`src/rtl/uart_arb_pkg.sv`:
```
// Shared types and constants for the UART transmit arbiter and its helpers.
package uart_arb_pkg;

  typedef enum logic [1:0] {
    IDLE      = 2'd0,
    PFX_ID    = 2'd1,
    PFX_COLON = 2'd2,
    SEND      = 2'd3
  } arb_state_e;

  localparam logic [7:0] ASCII_ZERO  = 8'h30;
  localparam logic [7:0] ASCII_COLON = 8'h3A;
  localparam int         MAX_CLIENTS = 10;

endpackage

```
`src/rtl/uart_tx_arbiter_if.sv`:
```
// Client-side and UART-side handshake bundle for uart_tx_arbiter.
// master = the arbiter, slave = clients plus the uart_tx serialiser.
interface uart_tx_arbiter_if #(
  parameter int N_CLIENTS = 4,
  parameter int ID_W      = 2
);
  logic [N_CLIENTS-1:0]   cl_req;
  logic [8*N_CLIENTS-1:0] cl_data;
  logic [N_CLIENTS-1:0]   cl_last;
  logic [N_CLIENTS-1:0]   cl_ack;
  logic                   uart_req;
  logic [7:0]             uart_data;
  logic                   uart_ready;
  logic [ID_W-1:0]        grant_id;
  logic                   busy;

  modport master (
    input  cl_req, cl_data, cl_last, uart_ready,
    output cl_ack, uart_req, uart_data, grant_id, busy
  );

  modport slave (
    output cl_req, cl_data, cl_last, uart_ready,
    input  cl_ack, uart_req, uart_data, grant_id, busy
  );
endinterface

```
`src/rtl/rr_pick.sv`:
```
// Combinational round-robin picker: returns the first set request strictly
// after ptr_i, wrapping circularly, so ptr_i itself has lowest priority.
module rr_pick #(
  parameter int N     = 4,
  parameter int IDX_W = 2
) (
  input  logic [N-1:0]     req_i,
  input  logic [IDX_W-1:0] ptr_i,
  output logic             valid_o,
  output logic [IDX_W-1:0] idx_o
);

  logic [IDX_W-1:0] cand;

  // Scan from farthest to nearest so the nearest requester is assigned last.
  always_comb begin
    valid_o = 1'b0;
    idx_o   = '0;
    cand    = '0;
    for (int off = N; off >= 1; off--) begin
      cand = IDX_W'((int'(ptr_i) + off) % N);
      if (req_i[cand]) begin
        valid_o = 1'b1;
        idx_o   = cand;
      end
    end
  end

endmodule

```
`src/rtl/uart_tx_arbiter.sv`:
```
// Packet-locked round-robin arbiter sharing one uart_tx among N_CLIENTS sources.
// Define UART_ARB_PREFIX_EN to emit "<id>:" before every packet.
module uart_tx_arbiter
  import uart_arb_pkg::*;
#(
  parameter int N_CLIENTS = 4,
  parameter int ID_W      = 2
) (
  input  logic               clk,
  input  logic               reset_n,
  uart_tx_arbiter_if.master  bus
);

  arb_state_e      state_q;
  logic [ID_W-1:0] grant_id_q;
  logic [ID_W-1:0] rr_ptr_q;

  logic            pick_valid;
  logic [ID_W-1:0] pick_idx;
  logic            gnt_req;
  logic            gnt_last;
  logic [7:0]      gnt_data;
  logic            accept;

  rr_pick #(
    .N     (N_CLIENTS),
    .IDX_W (ID_W)
  ) u_pick (
    .req_i   (bus.cl_req),
    .ptr_i   (rr_ptr_q),
    .valid_o (pick_valid),
    .idx_o   (pick_idx)
  );

  assign gnt_req  = bus.cl_req[grant_id_q];
  assign gnt_last = bus.cl_last[grant_id_q];
  assign gnt_data = bus.cl_data[{grant_id_q, 3'b000} +: 8];
  // A ready pulse only counts while the granted client is actually offering a byte.
  assign accept   = (state_q == SEND) && gnt_req && bus.uart_ready;

  always_comb begin
    bus.uart_req  = 1'b0;
    bus.uart_data = 8'h00;
    bus.cl_ack    = '0;
    case (state_q)
      SEND: begin
        bus.uart_req           = gnt_req;
        bus.uart_data          = gnt_data;
        bus.cl_ack[grant_id_q] = accept;
      end
`ifdef UART_ARB_PREFIX_EN
      PFX_ID: begin
        bus.uart_req  = 1'b1;
        bus.uart_data = 8'(ASCII_ZERO + 8'(grant_id_q));
      end
      PFX_COLON: begin
        bus.uart_req  = 1'b1;
        bus.uart_data = ASCII_COLON;
      end
`endif
      default: ;
    endcase
  end

  assign bus.grant_id = grant_id_q;
  assign bus.busy     = (state_q != IDLE);

  always_ff @(posedge clk or negedge reset_n) begin
    if (!reset_n) begin
      state_q    <= IDLE;
      grant_id_q <= '0;
      rr_ptr_q   <= ID_W'(N_CLIENTS - 1);
    end else begin
      case (state_q)
        IDLE: begin
          if (pick_valid) begin
            grant_id_q <= pick_idx;
`ifdef UART_ARB_PREFIX_EN
            state_q    <= PFX_ID;
`else
            state_q    <= SEND;
`endif
          end
        end
`ifdef UART_ARB_PREFIX_EN
        PFX_ID:    if (bus.uart_ready) state_q <= PFX_COLON;
        PFX_COLON: if (bus.uart_ready) state_q <= SEND;
`endif
        SEND: begin
          if (accept && gnt_last) begin
            rr_ptr_q <= grant_id_q;
            state_q  <= IDLE;
          end
        end
        default: state_q <= IDLE;
      endcase
    end
  end

endmodule
```
`src/flat_wrapper.sv`:
```
// flat-port wrapper written by rule: the top's interface ports become plain ports
module uart_tx_arbiter_flat import uart_arb_pkg::*;
#(
  parameter int N_CLIENTS = 4,
  parameter int ID_W      = 2
)
  (clk, reset_n, bus_cl_req, bus_cl_data, bus_cl_last, bus_uart_ready, bus_cl_ack, bus_uart_req, bus_uart_data, bus_grant_id, bus_busy);
  uart_tx_arbiter_if #(.N_CLIENTS(N_CLIENTS), .ID_W(ID_W)) bus_i ();
  input  logic clk;
  input  logic reset_n;
  input wire logic [$bits(bus_i.cl_req)-1:0] bus_cl_req;
  input wire logic [$bits(bus_i.cl_data)-1:0] bus_cl_data;
  input wire logic [$bits(bus_i.cl_last)-1:0] bus_cl_last;
  input wire logic [$bits(bus_i.uart_ready)-1:0] bus_uart_ready;
  output wire logic [$bits(bus_i.cl_ack)-1:0] bus_cl_ack;
  output wire logic [$bits(bus_i.uart_req)-1:0] bus_uart_req;
  output wire logic [$bits(bus_i.uart_data)-1:0] bus_uart_data;
  output wire logic [$bits(bus_i.grant_id)-1:0] bus_grant_id;
  output wire logic [$bits(bus_i.busy)-1:0] bus_busy;
  assign bus_i.cl_req = bus_cl_req;
  assign bus_i.cl_data = bus_cl_data;
  assign bus_i.cl_last = bus_cl_last;
  assign bus_i.uart_ready = bus_uart_ready;
  assign bus_cl_ack = bus_i.cl_ack;
  assign bus_uart_req = bus_i.uart_req;
  assign bus_uart_data = bus_i.uart_data;
  assign bus_grant_id = bus_i.grant_id;
  assign bus_busy = bus_i.busy;
  uart_tx_arbiter #(.N_CLIENTS(N_CLIENTS), .ID_W(ID_W)) u_core (.clk(clk), .reset_n(reset_n), .bus(bus_i));
endmodule
```
`config.mk`:
```
export PLATFORM = sky130hd
export DESIGN_NAME = uart_tx_arbiter_flat
export DESIGN_NICKNAME = d
export VERILOG_FILES = /design/src/rtl/uart_arb_pkg.sv /design/src/rtl/uart_tx_arbiter_if.sv /design/src/rtl/rr_pick.sv /design/src/rtl/uart_tx_arbiter.sv /design/src/flat_wrapper.sv
export SDC_FILE = /design/constraint.sdc
export NUM_CORES = 1
export LEC_CHECK = 0
export BUFFER_PORTS_ARGS = -buffer_cell sky130_fd_sc_hd__buf_2
export CAP_MARGIN = 10
export CORE_UTILIZATION = 39
export CTS_BUF_LIST = sky130_fd_sc_hd__clkbuf_16
export CTS_CLUSTER_SIZE = 12
export DETAILED_ROUTE_END_ITERATION = 10
export PLACE_DENSITY = 0.81
export SYNTH_ARGS = -nofsm -noshare
export SYNTH_HDL_FRONTEND = slang
export SYNTH_SLANG_ARGS = --single-unit
```
`constraint.sdc`:
```
create_clock -name clk -period 5.3 [get_ports clk]
set_input_delay 1.59 -clock clk [delete_from_list [all_inputs] [get_ports clk]]
set_output_delay 1.59 -clock clk [all_outputs]
set_load 0.01 [all_outputs]
```
==> impl_metrics.toml, run 1 <==
[setup_path]
path_max_fanout = 1
critical_path_buf_inv_count = 2
rrSetupSlack_ns = 3.38
reg2regPathDepth = 4
cp_common_cell = "buf_2"
arrival_ns = 2.46
crit_type = "in -> out"
cp_cell_sequence = "buf_2 > mux4_1 > and2_1 > buf_2"
crit_path_start_kind = "input port"
cpLargestDelayFamily = "multiplexers"
critPathCaptureType = "output pin"
cpPeakStageDelay_ns = 0.47
cp_slowest_cell = "mux4_1"
critical_path_required_ns = 3.71
r2r-end = "u_core.rr_ptr_q[0]"
worstReg2RegStart = "u_core.bus.grant_id[0]"

[floorplanning]
core-area_sq_mm = 0.001541
ios = 59
die_w_um = 42.92
rows = 14
die_y_um = 42.92
start_util_pct = 42.37
dieArea_sq_mm = 0.001842

[clock_network]
cts_hold_buf = 0
post_cts_buffers = 0
cts_made_buffers = 3
clock_latency_ns = 0.23
cts.sinks = 5
cts_tree = "done"
cts_root_buf = "clkbuf_16"
cts_resized = 0
cts-htree-levels = 1
clk_pin_slew_ns = 0.03
clockBufferDepth = 2

[drt]
wl_per_cell_um = 13.29
vias_per_cell = 5.370
wl_um = 1794
vias = 725
drc = 0
dr.first_iter.drc_count = 16
drtPass1Iterations = 4
ant_nets = 0

[sta]
timing.final.crit_share_pct = 76.34
setup_viol = 0
worstMarginPinSlew_ns = 0.7941
fmax_mhz = 247.1
fin_skew_ns = 0.0006431
slew_violations = 0
hold_violations = 0
rsz0062_at_grt = "no"
min_period_ns = 4.046
relSlewSlack_pct = 47.06
setup_tns_ns = 0
worst_slack_ns = 1.254

[power_and_ir_drop]
leakage_uw = 0.0005212
pwr_density_cell_mw_per_mm2 = 499.1
peakVddDrop_mv = 0.3996

[outcome]
status = "complete, no violations"

[synth]
yosys.area.top_type = "mux4_2"
synth_area_per_cell_sq_um = 10.53
synth_area_leaders = "mux4_2, dfrtp_1, and2_1"
synth_warnings = 0
synth.top_cell.area_share_pct = 20.69
syn_nets = 105
ys_seq_elements = 5
syn_inst = 62
ys_seq_area_share_pct = 19.54
syn-cell-area_sq_um = 653.1
synth_cell_types = 32

[cells_and_area]
drive_above_1_share_pct = 63.03
finalNetCount = 163
final_common_cell = "buf_2"
mostFrequentLayoutCells = "buf_2, and2_1, mux4_2, mux2i_1"
area_delta_synth_final_pct = 54.41
instances_no_fill = 135
diodes = 0

[hold_path]
hold_depth = 1
worstHoldPathType = "reg -> reg"
holdPathEnd = "u_core.rr_ptr_q[1]"
worstHoldStart = "u_core.rr_ptr_q[1]"

[place]
pre_cts_ws_ns = 1.247
dp.final_hpwl_um = 1384
place_congestion = 0.7862
place_inst = 131
io_buffers = 58

[global_routing]
grt_max_degree = 20
overflow = 0
antenna_found_initial = 0
grt_pass1_vias = 719
grt_use_total_pct = 19.93
grt_pass1_wl_um = 2815

[flow_run]
cap_violations = 0
-- flip-flops by register name, summed over array words and instances (netlist names) --
| name | cells |
|---|---|
| u_core.state_q | 1 |
| u_core.bus.grant_id | 2 |
| u_core.rr_ptr_q | 2 |
-- cells in the mapped netlist (all sizes together) --
| cell type | instances |
|---|---|
| inv | 3 |
| mux4 | 8 |
| nor3 | 3 |
| a21oi | 3 |
| nor2 | 1 |
| a211oi | 1 |
| nand3 | 1 |
| nor3b | 1 |
| clkbuf | 2 |
| nand2 | 3 |
| a21boi | 1 |
| nor2b | 1 |
| o21a | 1 |
| o21ai | 2 |
| mux2 | 2 |
| a31oi | 1 |
| o41a | 1 |
| o21bai | 1 |
| and2 | 9 |
| dfstp | 2 |
| a21o | 1 |
| o22ai | 1 |
| o31ai | 1 |
| buf | 3 |
| mux2i | 4 |
| nor4 | 2 |
| dfrtp | 3 |
-- metal layers --
metal	vias to the layer above	track usage, %	wire, um
met4	0	10.63	33
li1	355	-	-
met3	4	3.404	135
met1	331	21.39	704
met5	-	0	0
met2	35	36.36	920
-- how the worst max path moves through the flow --
stage / startpoint / end / cells after the start
5_1_grt: bus_cl_req[1] / bus_uart_req / 5
4_1_cts: bus_cl_data[15] / bus_uart_data[7] / 4
2_1_floorplan: bus_cl_data[8] / bus_uart_data[0] / 2
6_report: bus_cl_data[15] / bus_uart_data[7] / 4
3_5_place_dp: bus_cl_data[15] / bus_uart_data[7] / 4
3_3_place_gp: bus_cl_data[8] / bus_uart_data[0] / 4
-- power breakdown --
part / switching, uW / total, uW / internal, uW
clock: 25.9 / 124 / 98.6
combinational: 99.6 / 257 / 158
sequential: 61.3 / 122 / 60.3
total: 187 / 503 / 317
-- metrics by stage --
step                cell area, sq um  utilization [%]  hold slack (ns)  total power (uW)
global placement               928.4            60.23           0.5589             374.3
CTS                             1008            65.42           0.5695             509.3
detailed placement             928.4            60.23           0.5628             382.2
floorplan                      653.1                -           0.6078             304.5
finish                          1008            65.42           0.5741             503.3
global route                    1008            65.42           0.5851             540.3
-- cell families after synthesis --
| kind of cell | Yosys count | share of synthesized area, % |
|---|---|---|
| and+or+nand+nor | 21 | 19.54 |
| AOI/OAI and AO/OA | 14 | 14.95 |
| muxes | 14 | 38.89 |
| buffers and inverters | 8 | 7.087 |
| DFF | 5 | 19.54 |
-- layout make-up --
class | count | area [sq um]
fillers | 142 | 533.0
inverters | 3 | 11.26
repair buffers | 58 | 290.3
flip-flops and latches | 5 | 127.6
clock buffers | 3 | 75.07
multi-input cells | 49 | 479.2
clock inverters | 1 | 5.005
well taps | 16 | 20.02
-- worst register-to-register path, cell delays in order (launching register included) --
cell     delay (ns)
dfrtp_1        0.85
mux2i_1        0.39
nor3_2         0.11
a21oi_2        0.18
mux2_4         0.31
Power figures use the tool's default switching activity.
==> run 2: changes to the inputs <==
Settings changed: CORE_UTILIZATION 39 to 36, PLACE_DENSITY 0.81 to 0.76.
Clock period 5.3 ns to 3.9 ns, I/O delays scaled along.
==> run 2 against run 1 <==
Via count increased by 0.41%. Combinational power increased by 34%. Non-clock buffer count unchanged. Hold slack got worse by 0.0095 ns. Sequential cell count unchanged. Count of clock-buffer cells in the layout unchanged. Global-route usage decreased by 2.1 points. Setup slack got worse by 0.55 ns. Highest routed layer unchanged. Largest power group unchanged. Register-to-register slack got worse by 1.4 ns.
==> impl_metrics.toml, run 2 (synthesized netlist as in run 1, its figures left out) <==
[outcome]
status = "complete, no violations"

[global_routing]
grt_pass1_wl_um = 2608
grt_pass1_vias = 688
overflow = 0
antenna_found_initial = 0
grt_use_total_pct = 17.78
grt_max_degree = 20

[floorplanning]
ios = 59
rows = 15
dieArea_sq_mm = 0.001989
start_util_pct = 38.24
core-area_sq_mm = 0.001708
die_y_um = 44.60
die_w_um = 44.60

[drt]
vias_per_cell = 5.056
wl_per_cell_um = 11.77
drtPass1Iterations = 6
wl_um = 1695
dr.first_iter.drc_count = 10
vias = 728
ant_nets = 0
drc = 0

[place]
dp.final_hpwl_um = 1359
placed_area_sq_um = 939.7
place_inst = 140
io_buffers = 58
place_congestion = 0.8032

[power_and_ir_drop]
leakage_uw = 0.0005226
pwr_density_cell_mw_per_mm2 = 662.8
finalPower_uw = 675.0
peakVddDrop_mv = 0.5733

[setup_path]
arrival_ns = 2.03
cp_slowest_cell = "mux4_1"
path_max_fanout = 1
crit_path_start_kind = "input port"
worstReg2RegStart = "u_core.bus.grant_id[0]"
cpPeakStageDelay_ns = 0.47
critical_path_required_ns = 2.73
critPathLaunch = "bus_cl_data[8]"
cp_cell_sequence = "buf_2 > mux4_1 > and2_1 > buf_2"
rrSetupSlack_ns = 1.98
crit_type = "in -> out"
critPathCaptureType = "output pin"
cp_common_cell = "buf_2"

[clock_network]
clockBufferDepth = 2
cts-htree-levels = 1
cts.sinks = 5
cts_tree = "done"
post_cts_buffers = 0
cts_resized = 0
clk_pin_slew_ns = 0.03
clock_latency_ns = 0.23
cts_root_buf = "clkbuf_16"
cts_made_buffers = 3
cts_hold_buf = 0

[sta]
slew_violations = 0
fmax_mhz = 312.8
worstMarginPinSlew_ns = 0.7951
min_period_ns = 3.197
setup_tns_ns = 0
fin_skew_ns = 0.001886
rsz0062_at_grt = "no"
setup_viol = 0
relSlewSlack_pct = 46.99
timing.final.crit_share_pct = 81.98
hold_violations = 0

[cells_and_area]
instances_no_fill = 144
final_common_cell = "buf_2"
final_area_sq_mm = 0.001018
finalNetCount = 163
area_delta_synth_final_pct = 55.94
diodes = 0
mostFrequentLayoutCells = "buf_2, and2_1, mux4_2, mux2i_1, inv_1"
drive_above_1_share_pct = 62.18

[hold_path]
worstHoldPathType = "reg -> reg"
worstHoldStart = "u_core.rr_ptr_q[1]"

[flow_run]
cap_violations = 0
## run 2: cell count changes in the layout (fill, tap and decap cells not counted), sizes merged
| cell | delta |
|---|---|
| clkinv | -1 |
| inv | +1 |
## run 2: final timing paths
path,cells past startpoint,to
max reg2reg,4,u_core.rr_ptr_q[0]
min,1,u_core.rr_ptr_q[1]
max,4,bus_uart_data[0]
max in group asynchronous,1,u_core.rr_ptr_q[0]
min reg2reg,1,u_core.rr_ptr_q[1]
min in group asynchronous,1,u_core.state_q[0]
## run 2: worst max-delay path: cells and delay by family
family,cells,cell delay (ns)
simple gates,1,0.16
buf+inv,2,0.22
mux,1,0.47
## run 2: report_power, final
| group | internal (uW) | switching (uW) |
|---|---|---|
| registers | 82.1 | 83.5 |
| clock network | 133 | 32.3 |
| logic | 214 | 130 |
| total | 429 | 246 |
## run 2: per-layer routing
metal  vias up  wire, um  global-route usage [%]
met5         -         0                       0
met4         0        18                   4.242
met3         2       145                   6.939
met2        33       864                   34.41
met1       340       667                   17.42
li1        353         -                       -
## run 2: final cells by class
cell class,instances,area [sq um]
multi-input cells,49,479.2
clock inverters,1,3.754
well taps,25,31.28
fillers,156,689.4
flip-flops and latches,5,127.6
clock buffers,3,75.07
repair buffers,58,290.3
inverters,3,11.26
## run 2: metrics by stage
stage | hold WS (ns) | setup WS (ns) | util (%)
floorplan | 0.6078 | 0.9071 | -
global placement | 0.5485 | 0.7060 | 55.02
detailed placement | 0.5517 | 0.7017 | 55.02
CTS | 0.5589 | 0.7000 | 59.63
global route | 0.5710 | 0.5891 | 59.63
finish | 0.5646 | 0.7029 | 59.63
==> run 3: changes to the inputs <==
Settings changed: CORE_UTILIZATION 36 to 33, PLACE_DENSITY 0.76 to 0.73.
Clock period 3.9 ns to 2.9 ns, I/O delays scaled along.
==> run 3 against run 2 <==
Critical path depth did not move. Non-clock buffer count is 1 higher. Die area increased by 8.7%. Sequential share of layout area down 0.11 points. Clock skew hardly changed. Cell area grew 0.86%. Combinational power up 52%. Register-to-register slack worse by 0.76 ns. Setup slack got worse by 0.43 ns. Largest cell class unchanged.
==> impl_metrics.toml, run 3 (synthesized netlist as in run 1, its figures left out) <==
[clock_network]
clock_latency_ns = 0.23
clockBufferDepth = 2
cts-htree-levels = 1
cts_made_buffers = 3
cts_tree = "done"
cts_root_buf = "clkbuf_16"
cts_hold_buf = 0
cts_resized = 0
clk_pin_slew_ns = 0.03
post_cts_buffers = 0
cts.sinks = 5

[sta]
relSlewSlack_pct = 59.71
setup_viol = 0
hold_violations = 0
slew_violations = 0
fin_skew_ns = 0.002000
timing.final.crit_share_pct = 90.45
rsz0062_at_grt = "no"
min_period_ns = 2.623
setup_tns_ns = 0
holdWs_ns = 0.4507
fmax_mhz = 381.2
worstMarginPinSlew_ns = 0.5988
worst_slack_ns = 0.2770

[cells_and_area]
fillCellCount = 170
area_delta_synth_final_pct = 57.28
drive_above_1_share_pct = 63.33
final_common_cell = "buf_2"
finalNetCount = 164
diodes = 0
mostFrequentLayoutCells = "buf_2, and2_1, mux4_2, mux2i_1"
final_util_pct = 57.61

[floorplanning]
start_util_pct = 36.63
dieArea_sq_mm = 0.002161
die_w_um = 46.49
die_y_um = 46.49
ios = 59
rows = 15
core-area_sq_mm = 0.001783

[global_routing]
grt_use_total_pct = 17.63
grt_pass1_wl_um = 2649
grt_pass1_vias = 681
antenna_found_initial = 0
grt_max_degree = 18
overflow = 0

[hold_path]
worstHoldPathType = "in -> async"

[drt]
wl_um = 1970
vias = 728
wl_per_cell_um = 13.59
ant_nets = 0
drc = 0
vias_per_cell = 5.021
dr.first_iter.drc_count = 2
drtPass1Iterations = 3

[flow_run]
cap_violations = 0

[setup_path]
crit_type = "reg -> out"
critPathCaptureType = "output pin"
crit_path_start_kind = "flip-flop"
critical_path_buf_inv_count = 2
cpPeakStageDelay_ns = 0.57
cp.depth = 4
path_max_fanout = 17
critical_path_required_ns = 2.03
cp_slowest_cell = "mux4_1"
cpLargestDelayFamily = "multiplexers"
cp_cell_sequence = "buf_4 > mux4_1 > and2_1 > buf_2"
reg2regPathDepth = 5
arrival_ns = 1.75

[power_and_ir_drop]
leakage_uw = 0.0005258
peakVddDrop_mv = 0.6639
finalPower_uw = 933.0
pwr_density_cell_mw_per_mm2 = 908.3

[outcome]
status = "complete, no violations"

[place]
io_buffers = 58
place_congestion = 0.7605
pre_cts_ws_ns = 0.2908
dp.final_hpwl_um = 1598
run 3: per-stage QoR:
step / instances / area [sq um]
6_report: 145 / 1027
5_1_grt: 145 / 1027
4_1_cts: 145 / 1027
3_5_place_dp: 141 / 947.2
3_3_place_gp: 141 / 947.2
2_1_floorplan: 62 / 653.1
run 3: power breakdown:
part | internal [uW] | switching (uW) | total [uW] | leakage, uW
Combinational | 296 | 227 | 522 | 0.000432
Clock | 180 | 44.9 | 225 | 0.0000409
Sequential | 111 | 74.6 | 186 | 0.0000533
run 3: worst paths after layout:
check,start,end,slack (ns)
setup / recovery,u_core.bus.grant_id[0],bus_uart_data[7],0.28
hold / removal,reset_n,u_core.state_q[0],0.45
setup reg to reg,u_core.bus.grant_id[0],u_core.rr_ptr_q[0],1.22
hold reg to reg,u_core.bus.grant_id[0],u_core.rr_ptr_q[0],0.57
max in group asynchronous,reset_n,u_core.rr_ptr_q[0],2.24
min in group clk,u_core.bus.grant_id[0],u_core.rr_ptr_q[0],0.57
run 3: area by class of cell:
type	count	area (sq um)	area share, %
repair buffers	59	297.8	28.99
inverters	3	11.26	1.096
clock inverters	1	5.005	0.4872
flip-flops and latches	5	127.6	12.42
clock buffers	3	75.07	7.308
well taps	25	31.28	3.045
multi-input cells	49	479.2	46.65
run 3: worst reg2reg max path: stages (launching register included):
cell     delay [ns]
dfrtp_1        0.37
buf_4          0.28
mux2i_1        0.34
nor3_2         0.10
a21oi_2        0.19
mux2_4         0.32
run 3: layer usage:
layer,part of all wire (%),track usage (%)
met3,11,5.098
met2,51,34.17
met1,36,14.93
met4,1.6,11.76
met5,0,0
